## src/rtl/bypass_network.sv

```systemverilog
// Operand bypass network: searches a short write history for each read port and
// forwards the youngest matching result, or flags a hazard when that result is still pending.
module bypass_network #(
   parameter int unsigned XLEN  = 32,
   parameter int unsigned NREAD = 2,
   parameter int unsigned DEPTH = 2,
   parameter int unsigned CNT_W = 16
) (
   input  logic                    clk,
   input  logic                    reset_n,
   input  logic                    stall,
   input  logic                    flush,
   input  logic [4:0]              reg_waddr,
   input  logic [XLEN-1:0]         reg_wdata,
   input  logic                    reg_write,
   input  logic                    reg_wpending,
   input  logic [NREAD*5-1:0]      reg_raddr,
   input  logic [NREAD*XLEN-1:0]   reg_rdata,
   output logic [NREAD*XLEN-1:0]   reg_rdata_forward,
   output logic [NREAD-1:0]        fwd_hit,
   output logic [NREAD-1:0]        hazard,
   output logic                    stall_req,
   output logic [CNT_W-1:0]        fwd_count
);

   localparam int unsigned AW    = 5;
   localparam int unsigned PC_W  = $clog2(NREAD + 1);
   localparam int unsigned SUM_W = CNT_W + PC_W;
   localparam logic [CNT_W-1:0] CNT_MAX = '1;

   logic [DEPTH-1:0] valid_q;
   logic [DEPTH-1:0] pending_q;
   logic [AW-1:0]    addr_q [DEPTH];
   logic [XLEN-1:0]  data_q [DEPTH];
   logic [CNT_W-1:0] fwd_count_q;
   logic [PC_W-1:0]  hit_cnt;
   logic [SUM_W-1:0] count_sum;

   // Write history shift register; entry 0 is the youngest write.
   always_ff @(posedge clk or negedge reset_n) begin
      if (!reset_n) begin
         valid_q   <= '0;
         pending_q <= '0;
         for (int i = 0; i < DEPTH; i++) begin
            addr_q[i] <= '0;
            data_q[i] <= '0;
         end
      end else if (flush) begin
         valid_q <= '0;
      end else if (!stall) begin
         valid_q[0]   <= reg_write & (reg_waddr != '0);
         pending_q[0] <= reg_wpending;
         addr_q[0]    <= reg_waddr;
         data_q[0]    <= reg_wdata;
         for (int i = 1; i < DEPTH; i++) begin
            valid_q[i]   <= valid_q[i-1];
            pending_q[i] <= pending_q[i-1];
            addr_q[i]    <= addr_q[i-1];
            data_q[i]    <= data_q[i-1];
         end
      end
   end

   // Per-port search from oldest to youngest so the youngest match overrides.
   always_comb begin
      reg_rdata_forward = reg_rdata;
      fwd_hit           = '0;
      hazard            = '0;
      for (int p = 0; p < NREAD; p++) begin
         for (int i = DEPTH - 1; i >= 0; i--) begin
            if (valid_q[i] && (addr_q[i] == reg_raddr[p*AW +: AW]) &&
                (reg_raddr[p*AW +: AW] != '0)) begin
               if (pending_q[i]) begin
                  hazard[p]                            = 1'b1;
                  fwd_hit[p]                           = 1'b0;
                  reg_rdata_forward[p*XLEN +: XLEN]    = reg_rdata[p*XLEN +: XLEN];
               end else begin
                  hazard[p]                            = 1'b0;
                  fwd_hit[p]                           = 1'b1;
                  reg_rdata_forward[p*XLEN +: XLEN]    = data_q[i];
               end
            end
         end
      end
   end

   assign stall_req = |hazard;

   // Saturating sum of this cycle's forwarded reads.
   always_comb begin
      hit_cnt = '0;
      for (int p = 0; p < NREAD; p++) begin
         hit_cnt = hit_cnt + PC_W'(fwd_hit[p]);
      end
      count_sum = SUM_W'(fwd_count_q) + SUM_W'(hit_cnt);
   end

   always_ff @(posedge clk or negedge reset_n) begin
      if (!reset_n) begin
         fwd_count_q <= '0;
      end else if (!stall) begin
         fwd_count_q <= (count_sum > SUM_W'(CNT_MAX)) ? CNT_MAX : count_sum[CNT_W-1:0];
      end
   end

   assign fwd_count = fwd_count_q;

endmodule

```

## config.mk

```make
export PLATFORM = sky130hd
export DESIGN_NAME = bypass_network
export DESIGN_NICKNAME = d
export VERILOG_FILES = /design/src/rtl/bypass_network.sv
export SDC_FILE = /design/constraint.sdc
export NUM_CORES = 1
export LEC_CHECK = 0
export ABC_AREA = 1
export BUFFER_PORTS_ARGS = -buffer_cell sky130_fd_sc_hd__buf_2
export CAP_MARGIN = 5
export CORE_MARGIN = 2
export CORE_UTILIZATION = 54
export DETAILED_ROUTE_END_ITERATION = 10
export HOLD_SLACK_MARGIN = 0.15
export PLACE_DENSITY = 0.88
export RECOVER_POWER = 25
export SYNTH_ARGS = -nofsm -noshare
export SYNTH_HDL_FRONTEND = slang
export SYNTH_SLANG_ARGS = --single-unit
```

## constraint.sdc

```tcl
create_clock -name clk -period 3.36 [get_ports clk]
set_input_delay 0.672 -clock clk [delete_from_list [all_inputs] [get_ports clk]]
set_output_delay 0.672 -clock clk [all_outputs]
set_load 0.05 [all_outputs]
```

==> results.rst <==
.. list-table::
   :header-rows: 1

   * - Metric
     - Value
   * - Most instantiated library cell after synthesis
     - sky130_fd_sc_hd__nand2_1
   * - Final worst path period share
     - 0.917
   * - Unrepaired setup endpoints after global routing
     - false
   * - Post-synth top cells
     - sky130_fd_sc_hd__nand2_1 (664), sky130_fd_sc_hd__o21ai_0 (151), sky130_fd_sc_hd__inv_1 (102)
   * - Die width
     - 120 um
   * - Via count of the first global-routing pass
     - 7539
   * - Antenna-violating nets left
     - 0
   * - CTS Buffer Depth
     - 2
   * - Worst clock skew
     - 7.75 ps
   * - Net switching power of the design
     - 1.36 mW
   * - Synthesized area
     - 0.00729 mm^2
   * - Clock tree from TritonCTS
     - yes
   * - Area grow syn2layout
     - 19.7%
   * - Post-CTS clock slew at the launch and capture registers of the worst setup and hold paths
     - 60 ps
   * - Number of hold violations in the final report
     - 0
   * - Worst hold slack after final layout
     - 473 ps
   * - Share of total power consumed by net switching
     - 0.379
   * - Placed Area
     - 0.00842 mm^2
   * - Gp weighted congestion
     - 0.925
   * - Number of vias per cell
     - 5.27
   * - Count of H-tree levels built during CTS
     - 3
   * - Synth top area share
     - 0.342
   * - Worst endpoint required time
     - 2690 ps
   * - Fmax
     - 0.325 GHz
   * - Crit path max fanout
     - 19
   * - Wirelength, routed
     - 22.2 mm
   * - Part of the Yosys area used for sequential elements
     - 0.323
   * - Pin count of the biggest net entering global routing
     - 98
   * - Num CTS Buffers
     - 9
   * - Core region area
     - 0.0132 mm^2
   * - Detailed-router iteration count before antenna repair
     - 6
   * - Register area
     - 0.00235 mm^2
   * - Crit path launch type
     - primary input
   * - Number of warning messages in the yosys log
     - 0
   * - Critical path start-end classification
     - primary input to output pin
   * - # setup viols final
     - 0
   * - Count of unique library cells instantiated by Yosys
     - 30
   * - DR iter-0 viols
     - 695
   * - Power Dens Cells
     - 412 mW/mm^2
   * - Later-pin clock latency in the skew report
     - 340 ps
   * - Slew Limit Fails
     - 63
   * - Post-CTS Repair Setup Buffers
     - 0
   * - EDFF count, synth
     - 0
   * - Number of port buffers
     - 201
   * - Slew Limit Headroom
     - -0.0839
   * - Most frequently used flop master after synthesis
     - sky130_fd_sc_hd__dfrtp_1
   * - First-pass GRT wire length
     - 35.8 mm
   * - Total grt overflow
     - 0
   * - Arrival time at the worst endpoint
     - 2410 ps
   * - Post-layout nets
     - 1543
   * - Cell type contributing the most total cell area after synthesis
     - sky130_fd_sc_hd__nand2_1
   * - Boundary pin count
     - 202
   * - Leakage
     - 5.18 nW
   * - Clock network fraction of total power
     - 0.294
   * - Violated checks
     - capacitance limit, slew limit
   * - Antenna violations before repair
     - 1
   * - Number of flip-flops and latches in the synthesized netlist
     - 94
   * - Fraction of power consumed by combinational cells
     - 0.318
   * - Synth area leaders
     - sky130_fd_sc_hd__nand2_1 (34%), sky130_fd_sc_hd__dfrtp_1 (32%), sky130_fd_sc_hd__o21ai_0 (10%), sky130_fd_sc_hd__nand3_1 (5.6%), sky130_fd_sc_hd__inv_1 (5.2%)
   * - Int Pwr
     - 2.23 mW
   * - Asr flop ratio synth
     - 1.00
   * - Final routed wire length divided by cell count
     - 13.8 um
   * - Master cell of the clock root buffer
     - sky130_fd_sc_hd__clkbuf_16
   * - Fill cell total of the finished layout
     - 1226
   * - Share of power burned in registers
     - 0.389
   * - Synthesized area per cell
     - 5.81 um^2
   * - Die ar.
     - 0.0145 mm^2
   * - Hold Path Class
     - flop to flop
   * - Initial Util
     - 0.553
   * - Area of combinational cells with multiple inputs
     - 0.00422 mm^2
   * - Row cnt
     - 42
   * - Share of layout cells above drive strength 1
     - 0.197
   * - Max VDD drop
     - 0.356 mV
   * - Post-cts repair resize count
     - 0
   * - Result of the run
     - finished, violations left
   * - Vias post-DR
     - 8456
   * - Worst setup EP type
     - output pin
   * - GRT Util Overall
     - 0.306
   * - Post-CTS Hold Fix Bufs
     - 0
   * - Sum of internal, switching and leakage power
     - 3.59 mW
   * - Post-detailed-route DRC marker count
     - 0
   * - Final setup TNS
     - 0 ps
   * - Die extent in y
     - 120 um
   * - Post-Synthesis Net Count
     - 1374
   * - Actual transition at the worst max-transition pin
     - 1630 ps
   * - Max-capacitance violation count
     - 1
   * - Gate Count Post-Synth
     - 1255
   * - Final critical-path required period
     - 3080 ps
   * - CTS sink count
     - 94
   * - Post-route cell area
     - 0.00873 mm^2
   * - Final HPWL from detailed placement
     - 15.0 mm
## path summary, 6_finish.rpt
kind	endpoint	depth (start not counted)	slack, ps	from
worst max-delay path	reg_rdata_forward[44]	13	280	reg_raddr[6]
worst min-delay path	data_q[3]$_DFFE_PN0P_	2	470	data_q[3]$_DFFE_PN0P_
worst max register to register	fwd_count[14]$_DFFE_PN0N_	20	530	addr_q[8]$_DFFE_PN0P_
worst min register to register	data_q[3]$_DFFE_PN0P_	2	470	data_q[3]$_DFFE_PN0P_
max in group asynchronous	data_q[63]$_DFFE_PN0P_	2	1270	reset_n
min in group asynchronous	data_q[6]$_DFFE_PN0P_	1	750	reset_n
## layout make-up
type	count	share of cell area
Inverter	113	0.0486
Clock inverter	4	0.00631
Tap cell	176	0.0252
Sequential cell	94	0.269
Multi-Input combinational cell	980	0.483
Timing Repair Buffer	226	0.138
Clock buffer	12	0.0294
Antenna cell	1	0.000287
## layout by cell type (no fill, tap or decap), types with 2 or more instances in the layout
master / netlist / final
sky130_fd_sc_hd__a21oi_1: 3 / 2
sky130_fd_sc_hd__buf_2: 38 / 200
sky130_fd_sc_hd__buf_4: 3 / 23
sky130_fd_sc_hd__clkbuf_1: 24 / 2
sky130_fd_sc_hd__clkbuf_16: 0 / 9
sky130_fd_sc_hd__clkbuf_8: 0 / 2
sky130_fd_sc_hd__clkinv_4: 0 / 2
sky130_fd_sc_hd__dfrtp_1: 94 / 94
sky130_fd_sc_hd__inv_1: 102 / 102
sky130_fd_sc_hd__inv_2: 10 / 11
sky130_fd_sc_hd__nand2_1: 664 / 664
sky130_fd_sc_hd__nand2_2: 8 / 8
sky130_fd_sc_hd__nand3_1: 81 / 81
sky130_fd_sc_hd__nand3_2: 6 / 6
sky130_fd_sc_hd__nand3b_1: 2 / 2
sky130_fd_sc_hd__nand4_1: 3 / 3
sky130_fd_sc_hd__nor2_1: 30 / 30
sky130_fd_sc_hd__nor2_2: 4 / 2
sky130_fd_sc_hd__nor2_4: 6 / 8
sky130_fd_sc_hd__nor3_1: 7 / 7
sky130_fd_sc_hd__o21ai_0: 151 / 151
sky130_fd_sc_hd__or2_2: 3 / 3
sky130_fd_sc_hd__xnor2_1: 3 / 3
sky130_fd_sc_hd__xor2_1: 3 / 3
## per-layer routing
metal,wire length [um],share of wire,global-route usage
met4,383,0.017,0.108
met2,10500,0.47,0.506
met1,9460,0.43,0.404
met3,1850,0.084,0.0580
met5,0,0,0
## flip-flops by register name, summed over array words and instances, names as in the netlist
| register | flops |
|---|---|
| valid_q | 2 |
| data_q | 64 |
| pending_q | 2 |
| addr_q | 10 |
| fwd_count | 16 |
## through the flow
step / util / instances / setup slack, ps
3_3_place_gp: 0.638 / 1589 / 265
6_report: 0.662 / 1606 / 280
2_1_floorplan: - / 1255 / 29.0
5_1_grt: 0.662 / 1605 / 148
4_1_cts: 0.662 / 1605 / 314
3_5_place_dp: 0.638 / 1589 / 200
## kinds of logic (layout without fill, tap and decap cells)
kind of cell | after synthesis | in the layout | synth area share
buf+inv | 181 | 355 | 0.102
flops | 94 | 94 | 0.323
fa+ha+maj | 2 | 2 | 0.00446
simple gates | 816 | 816 | 0.456
other cells | 0 | 1 | 0
xor+xnor | 6 | 6 | 0.00721
compound gates | 156 | 156 | 0.107
## power groups by stage
| stage | registers (mW) | clock network (mW) | logic [mW] |
|---|---|---|---|
| after CTS | 1.39 | 1.07 | 1.14 |
| after floorplan | 1.43 | 0 | 0.769 |
| after global routing | 1.41 | 1.13 | 1.26 |
| after global placement | 1.41 | 0 | 1.11 |
| after detailed placement | 1.41 | 0 | 1.13 |
| final | 1.40 | 1.06 | 1.14 |
## worst max-delay path, cell delays in order
cell and delay [ps]:
sky130_fd_sc_hd__buf_2 140, sky130_fd_sc_hd__nor2_1 120, sky130_fd_sc_hd__nand2_1 70, sky130_fd_sc_hd__nor2_1 170, sky130_fd_sc_hd__nor2_4 70, sky130_fd_sc_hd__buf_4 220
sky130_fd_sc_hd__nand2_2 110, sky130_fd_sc_hd__buf_4 270, sky130_fd_sc_hd__nand2_1 90, sky130_fd_sc_hd__nand2_1 70, sky130_fd_sc_hd__nand2_1 50, sky130_fd_sc_hd__nand2_1 90
sky130_fd_sc_hd__buf_2 260
(Power assumes the default switching activity.)
